$ cat config.mk
export PLATFORM = sky130hd
export DESIGN_NAME = dram_cmd_decoder
export DESIGN_NICKNAME = d
export VERILOG_FILES = /design/src/rtl/dram_pkg.sv /design/src/rtl/dram_bank_tracker.sv /design/src/rtl/dram_cmd_decoder.sv
export SDC_FILE = /design/constraint.sdc
export NUM_CORES = 1
export LEC_CHECK = 0
export ABC_AREA = 1
export CORE_ASPECT_RATIO = 1.25
export CORE_UTILIZATION = 50
export CTS_CLUSTER_SIZE = 30
export DETAILED_ROUTE_END_ITERATION = 10
export PLACE_DENSITY = 0.71
export SYNTH_ARGS = -nofsm -noshare
export SYNTH_HDL_FRONTEND = slang
export SYNTH_SLANG_ARGS = --single-unit
export TNS_END_PERCENT = 30
$ cat constraint.sdc
create_clock -name CLK -period 1.7 [get_ports CLK]
set_input_delay 0.17 -clock CLK [delete_from_list [all_inputs] [get_ports CLK]]
set_output_delay 0.17 -clock CLK [all_outputs]
set_load 0.005 [all_outputs]
$ cat src/rtl/dram_pkg.sv
// Shared types and default timing for the DDR4 command/address bus checker.
// Command and error encodings are fixed here so that every consumer agrees on them.
package dram_pkg;

    localparam int unsigned ADDR_W_DEF = 14;
    localparam int unsigned T_RCD_DEF  = 10;
    localparam int unsigned T_RP_DEF   = 10;
    localparam int unsigned T_RAS_DEF  = 24;
    localparam int unsigned T_RFC_DEF  = 174;
    localparam int unsigned TW_DEF     = 8;

    localparam int unsigned NUM_BANKS  = 16;
    localparam int unsigned BANK_W     = 4;
    localparam int unsigned COL_W      = 10;
    localparam int unsigned CNT_W      = 16;

    typedef enum logic [3:0] {
        CMD_NONE = 4'd0,
        CMD_ACT  = 4'd1,
        CMD_RD   = 4'd2,
        CMD_WR   = 4'd3,
        CMD_PRE  = 4'd4,
        CMD_PREA = 4'd5,
        CMD_REF  = 4'd6,
        CMD_MRS  = 4'd7,
        CMD_ZQC  = 4'd8,
        CMD_RFU  = 4'd9
    } cmd_t;

    typedef enum logic [3:0] {
        ERR_NONE     = 4'd0,
        ERR_TRFC     = 4'd1,
        ERR_REF_OPEN = 4'd2,
        ERR_ACT_OPEN = 4'd3,
        ERR_TRP      = 4'd4,
        ERR_CLOSED   = 4'd5,
        ERR_TRCD     = 4'd6,
        ERR_TRAS     = 4'd7,
        ERR_RFU      = 4'd8
    } err_t;

    // Decode of a selected, clock-enabled bus slot; CMD_NONE stands for NOP.
    function automatic cmd_t decode_cmd(input logic act_n, input logic [2:0] rcw, input logic a10);
        cmd_t c;
        c = CMD_NONE;
        if (!act_n) begin
            c = CMD_ACT;
        end else begin
            case (rcw)
                3'b000:  c = CMD_MRS;
                3'b001:  c = CMD_REF;
                3'b010:  c = a10 ? CMD_PREA : CMD_PRE;
                3'b011:  c = CMD_RFU;
                3'b100:  c = CMD_WR;
                3'b101:  c = CMD_RD;
                3'b110:  c = CMD_ZQC;
                default: c = CMD_NONE;
            endcase
        end
        return c;
    endfunction

endpackage

$ cat src/rtl/dram_bank_tracker.sv
// Per-bank open flag with saturating ACT and PRE timers.
// Each timer holds the elapsed count that the next sampled command will see.
module dram_bank_tracker
    import dram_pkg::*;
#(
    parameter int unsigned TW    = TW_DEF,
    parameter int unsigned T_RCD = T_RCD_DEF,
    parameter int unsigned T_RP  = T_RP_DEF,
    parameter int unsigned T_RAS = T_RAS_DEF
) (
    input  logic CLK,
    input  logic nRST,
    input  logic i_do_act,
    input  logic i_do_close,
    output logic o_open,
    output logic o_rcd_ok_c,
    output logic o_rp_ok_c,
    output logic o_ras_ok_c
);

    localparam logic [TW-1:0] T_MAX = '1;

    logic          r_open;
    logic [TW-1:0] r_t_act;
    logic [TW-1:0] r_t_pre;

    // A trigger loads 1 because the first command after it is one cycle later.
    always_ff @(posedge CLK or negedge nRST) begin
        if (!nRST) begin
            r_open  <= 1'b0;
            r_t_act <= T_MAX;
            r_t_pre <= T_MAX;
        end else begin
            if (i_do_act) begin
                r_t_act <= TW'(1);
            end else if (r_t_act != T_MAX) begin
                r_t_act <= r_t_act + TW'(1);
            end

            if (i_do_close) begin
                r_t_pre <= TW'(1);
            end else if (r_t_pre != T_MAX) begin
                r_t_pre <= r_t_pre + TW'(1);
            end

            if (i_do_act) begin
                r_open <= 1'b1;
            end else if (i_do_close) begin
                r_open <= 1'b0;
            end
        end
    end

    assign o_open     = r_open;
    assign o_rcd_ok_c = (r_t_act >= TW'(T_RCD));
    assign o_rp_ok_c  = (r_t_pre >= TW'(T_RP));
    assign o_ras_ok_c = (r_t_act >= TW'(T_RAS));

endmodule

$ cat src/rtl/dram_cmd_decoder.sv
// DDR4 command/address bus receiver: decodes each sampled slot, tracks bank state
// and refresh timing, and reports the highest-priority protocol violation.
module dram_cmd_decoder
    import dram_pkg::*;
#(
    parameter int unsigned ADDR_W = ADDR_W_DEF,
    parameter int unsigned T_RCD  = T_RCD_DEF,
    parameter int unsigned T_RP   = T_RP_DEF,
    parameter int unsigned T_RAS  = T_RAS_DEF,
    parameter int unsigned T_RFC  = T_RFC_DEF,
    parameter int unsigned TW     = TW_DEF
) (
    input  logic                  CLK,
    input  logic                  nRST,
    input  logic                  CKE,
    input  logic                  CS_n,
    input  logic                  ACT_n,
    input  logic                  RAS_n_A16,
    input  logic                  CAS_n_A15,
    input  logic                  WE_n_A14,
    input  logic [1:0]            BG,
    input  logic [1:0]            BA,
    input  logic [ADDR_W-1:0]     ADDR,
    output logic                  cmd_valid,
    output cmd_t                  cmd_type,
    output logic [BANK_W-1:0]     cmd_bank,
    output logic [ADDR_W+2:0]     cmd_row,
    output logic [COL_W-1:0]      cmd_col,
    output logic                  cmd_ap,
    output logic                  err_valid,
    output err_t                  err_code,
    output logic [NUM_BANKS-1:0]  bank_open,
    output logic [CNT_W-1:0]      rd_cnt,
    output logic [CNT_W-1:0]      wr_cnt
);

    localparam logic [TW-1:0] T_MAX = '1;

    logic [TW-1:0]        r_t_ref;

    cmd_t                 w_cmd;
    logic                 w_valid;
    logic [BANK_W-1:0]    w_bank;
    logic                 w_a10;
    logic                 w_is_rw;
    logic                 w_sel_open;
    logic                 w_ref_low;
    logic                 w_tras_bad;
    err_t                 w_err;
    logic [NUM_BANKS-1:0] w_do_act;
    logic [NUM_BANKS-1:0] w_do_close;
    logic [NUM_BANKS-1:0] w_open;
    logic [NUM_BANKS-1:0] w_rcd_ok;
    logic [NUM_BANKS-1:0] w_rp_ok;
    logic [NUM_BANKS-1:0] w_ras_ok;

    assign w_bank    = {BG, BA};
    assign w_a10     = ADDR[10];
    assign w_cmd     = (CKE && !CS_n) ? decode_cmd(ACT_n, {RAS_n_A16, CAS_n_A15, WE_n_A14}, w_a10)
                                      : CMD_NONE;
    assign w_valid   = (w_cmd != CMD_NONE);
    assign w_is_rw   = (w_cmd == CMD_RD) || (w_cmd == CMD_WR);
    assign w_ref_low = (r_t_ref < TW'(T_RFC));

    for (genvar g = 0; g < NUM_BANKS; g++) begin : g_bank
        dram_bank_tracker #(
            .TW    (TW),
            .T_RCD (T_RCD),
            .T_RP  (T_RP),
            .T_RAS (T_RAS)
        ) u_bank (
            .CLK        (CLK),
            .nRST       (nRST),
            .i_do_act   (w_do_act[g]),
            .i_do_close (w_do_close[g]),
            .o_open     (w_open[g]),
            .o_rcd_ok_c (w_rcd_ok[g]),
            .o_rp_ok_c  (w_rp_ok[g]),
            .o_ras_ok_c (w_ras_ok[g])
        );
    end

    // Bank strobes; closing only touches banks that are currently open.
    always_comb begin
        w_do_act   = '0;
        w_do_close = '0;
        w_sel_open = w_open[w_bank];
        case (w_cmd)
            CMD_ACT:        w_do_act[w_bank] = 1'b1;
            CMD_RD, CMD_WR: w_do_close[w_bank] = w_a10 && w_sel_open;
            CMD_PRE:        w_do_close[w_bank] = w_sel_open;
            CMD_PREA:       w_do_close = w_open;
            default:        w_do_close = '0;
        endcase
    end

    always_comb begin
        w_tras_bad = 1'b0;
        if (w_cmd == CMD_PRE) begin
            w_tras_bad = w_sel_open && !w_ras_ok[w_bank];
        end else if (w_cmd == CMD_PREA) begin
            w_tras_bad = |(w_open & ~w_ras_ok);
        end
    end

    // Violation priority mux, highest first.
    always_comb begin
        w_err = ERR_NONE;
        if (!w_valid) begin
            w_err = ERR_NONE;
        end else if (w_ref_low) begin
            w_err = ERR_TRFC;
        end else if ((w_cmd == CMD_REF) && (|w_open)) begin
            w_err = ERR_REF_OPEN;
        end else if ((w_cmd == CMD_ACT) && w_sel_open) begin
            w_err = ERR_ACT_OPEN;
        end else if ((w_cmd == CMD_ACT) && !w_rp_ok[w_bank]) begin
            w_err = ERR_TRP;
        end else if (w_is_rw && !w_sel_open) begin
            w_err = ERR_CLOSED;
        end else if (w_is_rw && !w_rcd_ok[w_bank]) begin
            w_err = ERR_TRCD;
        end else if (w_tras_bad) begin
            w_err = ERR_TRAS;
        end else if (w_cmd == CMD_RFU) begin
            w_err = ERR_RFU;
        end
    end

    always_ff @(posedge CLK or negedge nRST) begin
        if (!nRST) begin
            r_t_ref <= T_MAX;
        end else if (w_cmd == CMD_REF) begin
            r_t_ref <= TW'(1);
        end else if (r_t_ref != T_MAX) begin
            r_t_ref <= r_t_ref + TW'(1);
        end
    end

    always_ff @(posedge CLK or negedge nRST) begin
        if (!nRST) begin
            cmd_valid <= 1'b0;
            cmd_type  <= CMD_NONE;
            cmd_bank  <= '0;
            cmd_row   <= '0;
            cmd_col   <= '0;
            cmd_ap    <= 1'b0;
            err_valid <= 1'b0;
            err_code  <= ERR_NONE;
            rd_cnt    <= '0;
            wr_cnt    <= '0;
        end else begin
            cmd_valid <= w_valid;
            err_valid <= (w_err != ERR_NONE);
            if (w_valid) begin
                cmd_type <= w_cmd;
                cmd_bank <= w_bank;
                cmd_row  <= {RAS_n_A16, CAS_n_A15, WE_n_A14, ADDR};
                cmd_col  <= ADDR[COL_W-1:0];
                cmd_ap   <= w_is_rw && w_a10;
                err_code <= w_err;
            end
            if (w_cmd == CMD_RD) begin
                rd_cnt <= rd_cnt + CNT_W'(1);
            end
            if (w_cmd == CMD_WR) begin
                wr_cnt <= wr_cnt + CNT_W'(1);
            end
        end
    end

    assign bank_open = w_open;

endmodule

==> impl_metrics.csv <==
group,metric,value,unit
detailed_routing,drt-initial-drc-count,1240,
clocking,clockRootBuffer,"clkbuf_16",
worst_setup_path,cp.buffers_inverters,1,
timing,maxSlewHeadroom,57.56,%
detailed_routing,routed_wl,61310,um
cells_and_area,nNetsFinal,3239,
cells_and_area,final.fill_count,2407,
clocking,clock_latency,550,ps
worst_setup_path,crit_family,"simple AND/OR/NAND/NOR gates",
global_route,grt_pass1_vias,19776,
detailed_routing,vias_per_cell,5.375,
yosys,ys.warnings.count,0,
cells_and_area,area_delta_synth_final,51.03,%
power,p_leak,13.88,nW
detailed_routing,drc,0,
yosys,synth_cells,2403,
place,place_hpwl,39500,um
global_route,antenna_found_initial,2,
place,io_buffers,115,
clocking,cts_sinks,344,
place,gp_congestion,0.9444,
hold_path,worstHoldPathCells,3,
worst_setup_path,crit_fanout,3,
power,peakVddDrop,0.001019,V
clocking,clkTransAtPathRegs,70,ps
cells_and_area,drive_above_1_share,45.70,%
run_status,status,"finished with violations",
timing,min_period,2073,ps
detailed_routing,wl_per_cell,16.72,um
die,die-area,0.03959,mm2
die,fp.dieW,178.2,um
detailed_routing,drtAntennaViolNets,0,
detailed_routing,dr.pass1.iters,6,
global_route,grt_pass1_wl,93280,um
worst_setup_path,rr_worst_depth,9,
timing,finalSetupViolCount,164,
timing,fin_ws,-372.7,ps
die,initial_utilization,50.73,%
clocking,cts_made_buffers,38,
yosys,syn-cell-area,0.01940,mm2
global_route,grt_overflow,0,
run_status,violations,"hold timing, setup timing",
clocking,htree_levels,2,
worst_setup_path,crit_start,"g_bank[0].u_bank.o_open$_DFFE_PN0P_",
power,p_total,50.26,mW
worst_setup_path,critPathSlowestCell,"nor4_1",
detailed_routing,num_vias,19710,
detailed_routing,highest_layer,"met5",
yosys,netlist.top_cell.by_area,"dfstp_2",
worst_setup_path,path_common_cell,"nand2_1",
timing,worst_pin_slew,630.8,ps
power,power_density,1716,mW/mm2
timing,rsz0062_at_grt,"yes",
worst_setup_path,max_stage_delay,570,ps
yosys,ys_seq_elements,344,
worst_setup_path,cp_num_cells,9,
detailed_routing,met1_length,23540,um
timing,slew_viol_final,0,
yosys,synthTopCellsByCount,"nand2_1, inv_1, nor2_1, dfstp_2, nand3_1",
timing,fmax,482.5,MHz
die,die_y,222.2,um
yosys,synth.distinct_cells,50,
hold_path,hold_path_class,"input pin to flip-flop",
die,num_rows,80,
timing,hold_slack,-1.426,ps
timing,tns,-16590,ps
cells_and_area,n_antenna_cell,0,
clocking,cts_tree,"built",
worst_setup_path,reg2reg_from,"g_bank[0].u_bank.o_open$_DFFE_PN0P_",
flow_run,drv_cap,0,
global_route,grt_usage,29.03,%
worst_setup_path,crit_arrival,2560,ps
detailed_routing,met3_length,3254,um
yosys,synth_top_area_share,35.76,%
yosys,synth_ff_type,"dfstp_2",
timing,fin_crit_sh,121.9,%
detailed_routing,route.met2.wl,32110,um
yosys,ys_async_sr_fraction,100.0,%
worst_setup_path,required,2180,ps
yosys,ys_seq_area_share,46.08,%
yosys,yosysMostFrequentCell,"nand2_1",
yosys,synth_area_per_cell,8.072,um2
worst_setup_path,cp_cell_sequence,"buf_4 -> nor4_1 -> nand4_1 -> nand2_1 -> and2_1 -> nand2_1 -> nor2_1 -> a21oi_2 -> nand3_2",
place,place_ws,-826.6,ps
global_route,grt_max_degree,52,
clocking,clock_path_buffers,3,
die,core,0.03824,mm2
worst_setup_path,end_kind,"flip-flop",
worst_setup_path,crit_path_start_kind,"flip-flop",
timing,hold_viol,1,
yosys,synth_enable_flop_cells,0,
timing,clock_skew,18.56,ps
worst_setup_path,crit_type,"flip-flop to flip-flop",
hold_path,hold_path.startpoint,"WE_n_A14",
yosys,synth_nets,2496,
yosys,ys_top_cells_by_area,"dfstp_2, dfrtp_1, nand2_1",
die,ioPinCount,116,
[cell type report]
cell class                 count  area (um2)  share of cell area, %
tap                          492       615.6                  2.101
clock inverter                10       128.9                 0.4399
multi-input combinational   1657       10870                  37.12
timing repair buffer         738        6168                  21.06
inverter                     367        1404                  4.792
sequential                   344        8941                  30.52
clock buffer                  59        1164                  3.972
[flip-flops by register name (all words and copies together), names as in the netlist]
signal                 count
g_bank.u_bank.r_t_act    128
r_t_ref                    8
cmd_valid                  1
cmd_type                   4
g_bank.u_bank.r_t_pre    128
cmd_ap                     1
rd_cnt                    16
err_valid                  1
wr_cnt                    16
cmd_bank                   4
g_bank.u_bank.o_open      16
cmd_row                   17
err_code                   4
[stage by stage]
step                      util [%]  cells  cell area [um2]
after floorplan                  -   2403            19530
after global placement       65.25   3478            24950
after detailed placement     65.25   3478            24950
after CTS                    73.04   3638            27930
after global routing         76.61   3667            29290
final                        76.61   3667            29290
[path summary, 6_finish.rpt]
| path | endpoint | slack [ps] |
|---|---|---|
| max in group asynchronous | g_bank[10].u_bank.r_t_pre[3]$_DFFE_PN1P_ | 760 |
| min in group asynchronous | cmd_row[0]$_DFFE_PN0P_ | 170 |
| worst min register to register | rd_cnt[15]$_DFFE_PN0P_ | 480 |
| worst max-delay path | err_valid$_DFF_PN0_ | -370 |
| worst max register to register | err_valid$_DFF_PN0_ | -370 |
| worst min-delay path | cmd_row[14]$_DFFE_PN0P_ | -1 |
[report_power, final]
part / internal [mW] / switching, mW / leakage, nW
clock: 5.17 / 3.46 / 0.639
sequential: 14.1 / 3.00 / 3.79
combinational: 11.9 / 12.6 / 9.45
total: 31.2 / 19.1 / 13.9
[logic make-up after synthesis]
group	synth area share [%]
AO/OA/AOI/OAI	10.70
XOR/XNOR	4.606
adder cells (fa/ha/maj)	4.322
buffers and inverters	8.450
flip-flops	46.08
AND/OR/NAND/NOR	25.84
[worst register-to-register path: cells and delay by family, from the launching register on]
kind | cells | cell delay (ps)
buffers and inverters | 1 | 160
and+or+nand+nor | 7 | 1330
DFF | 1 | 410
AOI/OAI and AO/OA | 1 | 110
[per-layer routing]
metal | global-route usage, % | vias up
li1 | - | 9258
met1 | 33.92 | 9609
met2 | 53.27 | 659
met3 | 3.884 | 180
met4 | 10.64 | 4
met5 | 0 | -
[repair_timing]
item	CTS	global route
resized for setup	335	318
setup endpoints to repair	230	276
cloned	2	0
hold buffers	1	0
buffers inserted	89	39
pin swaps	112	138
endpoints found under the hold margin	105	0
[placed cells by master, fill, tap and decap left out, types with 31 or more instances in the layout]
cell,Yosys,final
inv_1,352,277
dfrtp_1,80,78
inv_2,13,81
xor2_1,60,59
nor2_4,14,59
clkdlybuf4s50_1,0,76
ha_1,67,44
nand3_2,4,40
nand4_1,31,31
buf_4,27,576
nor2_2,12,70
nand2_1,440,392
nand2_2,7,44
nor2_1,314,211
nor3_1,90,59
xnor2_1,42,42
clkbuf_16,0,41
o21ai_0,135,71
o21ai_1,5,48
a21oi_1,113,78
dfstp_2,264,264
a21oi_2,0,32
nand3_1,170,125
Note: power is estimated with default switching activity, not from simulation.
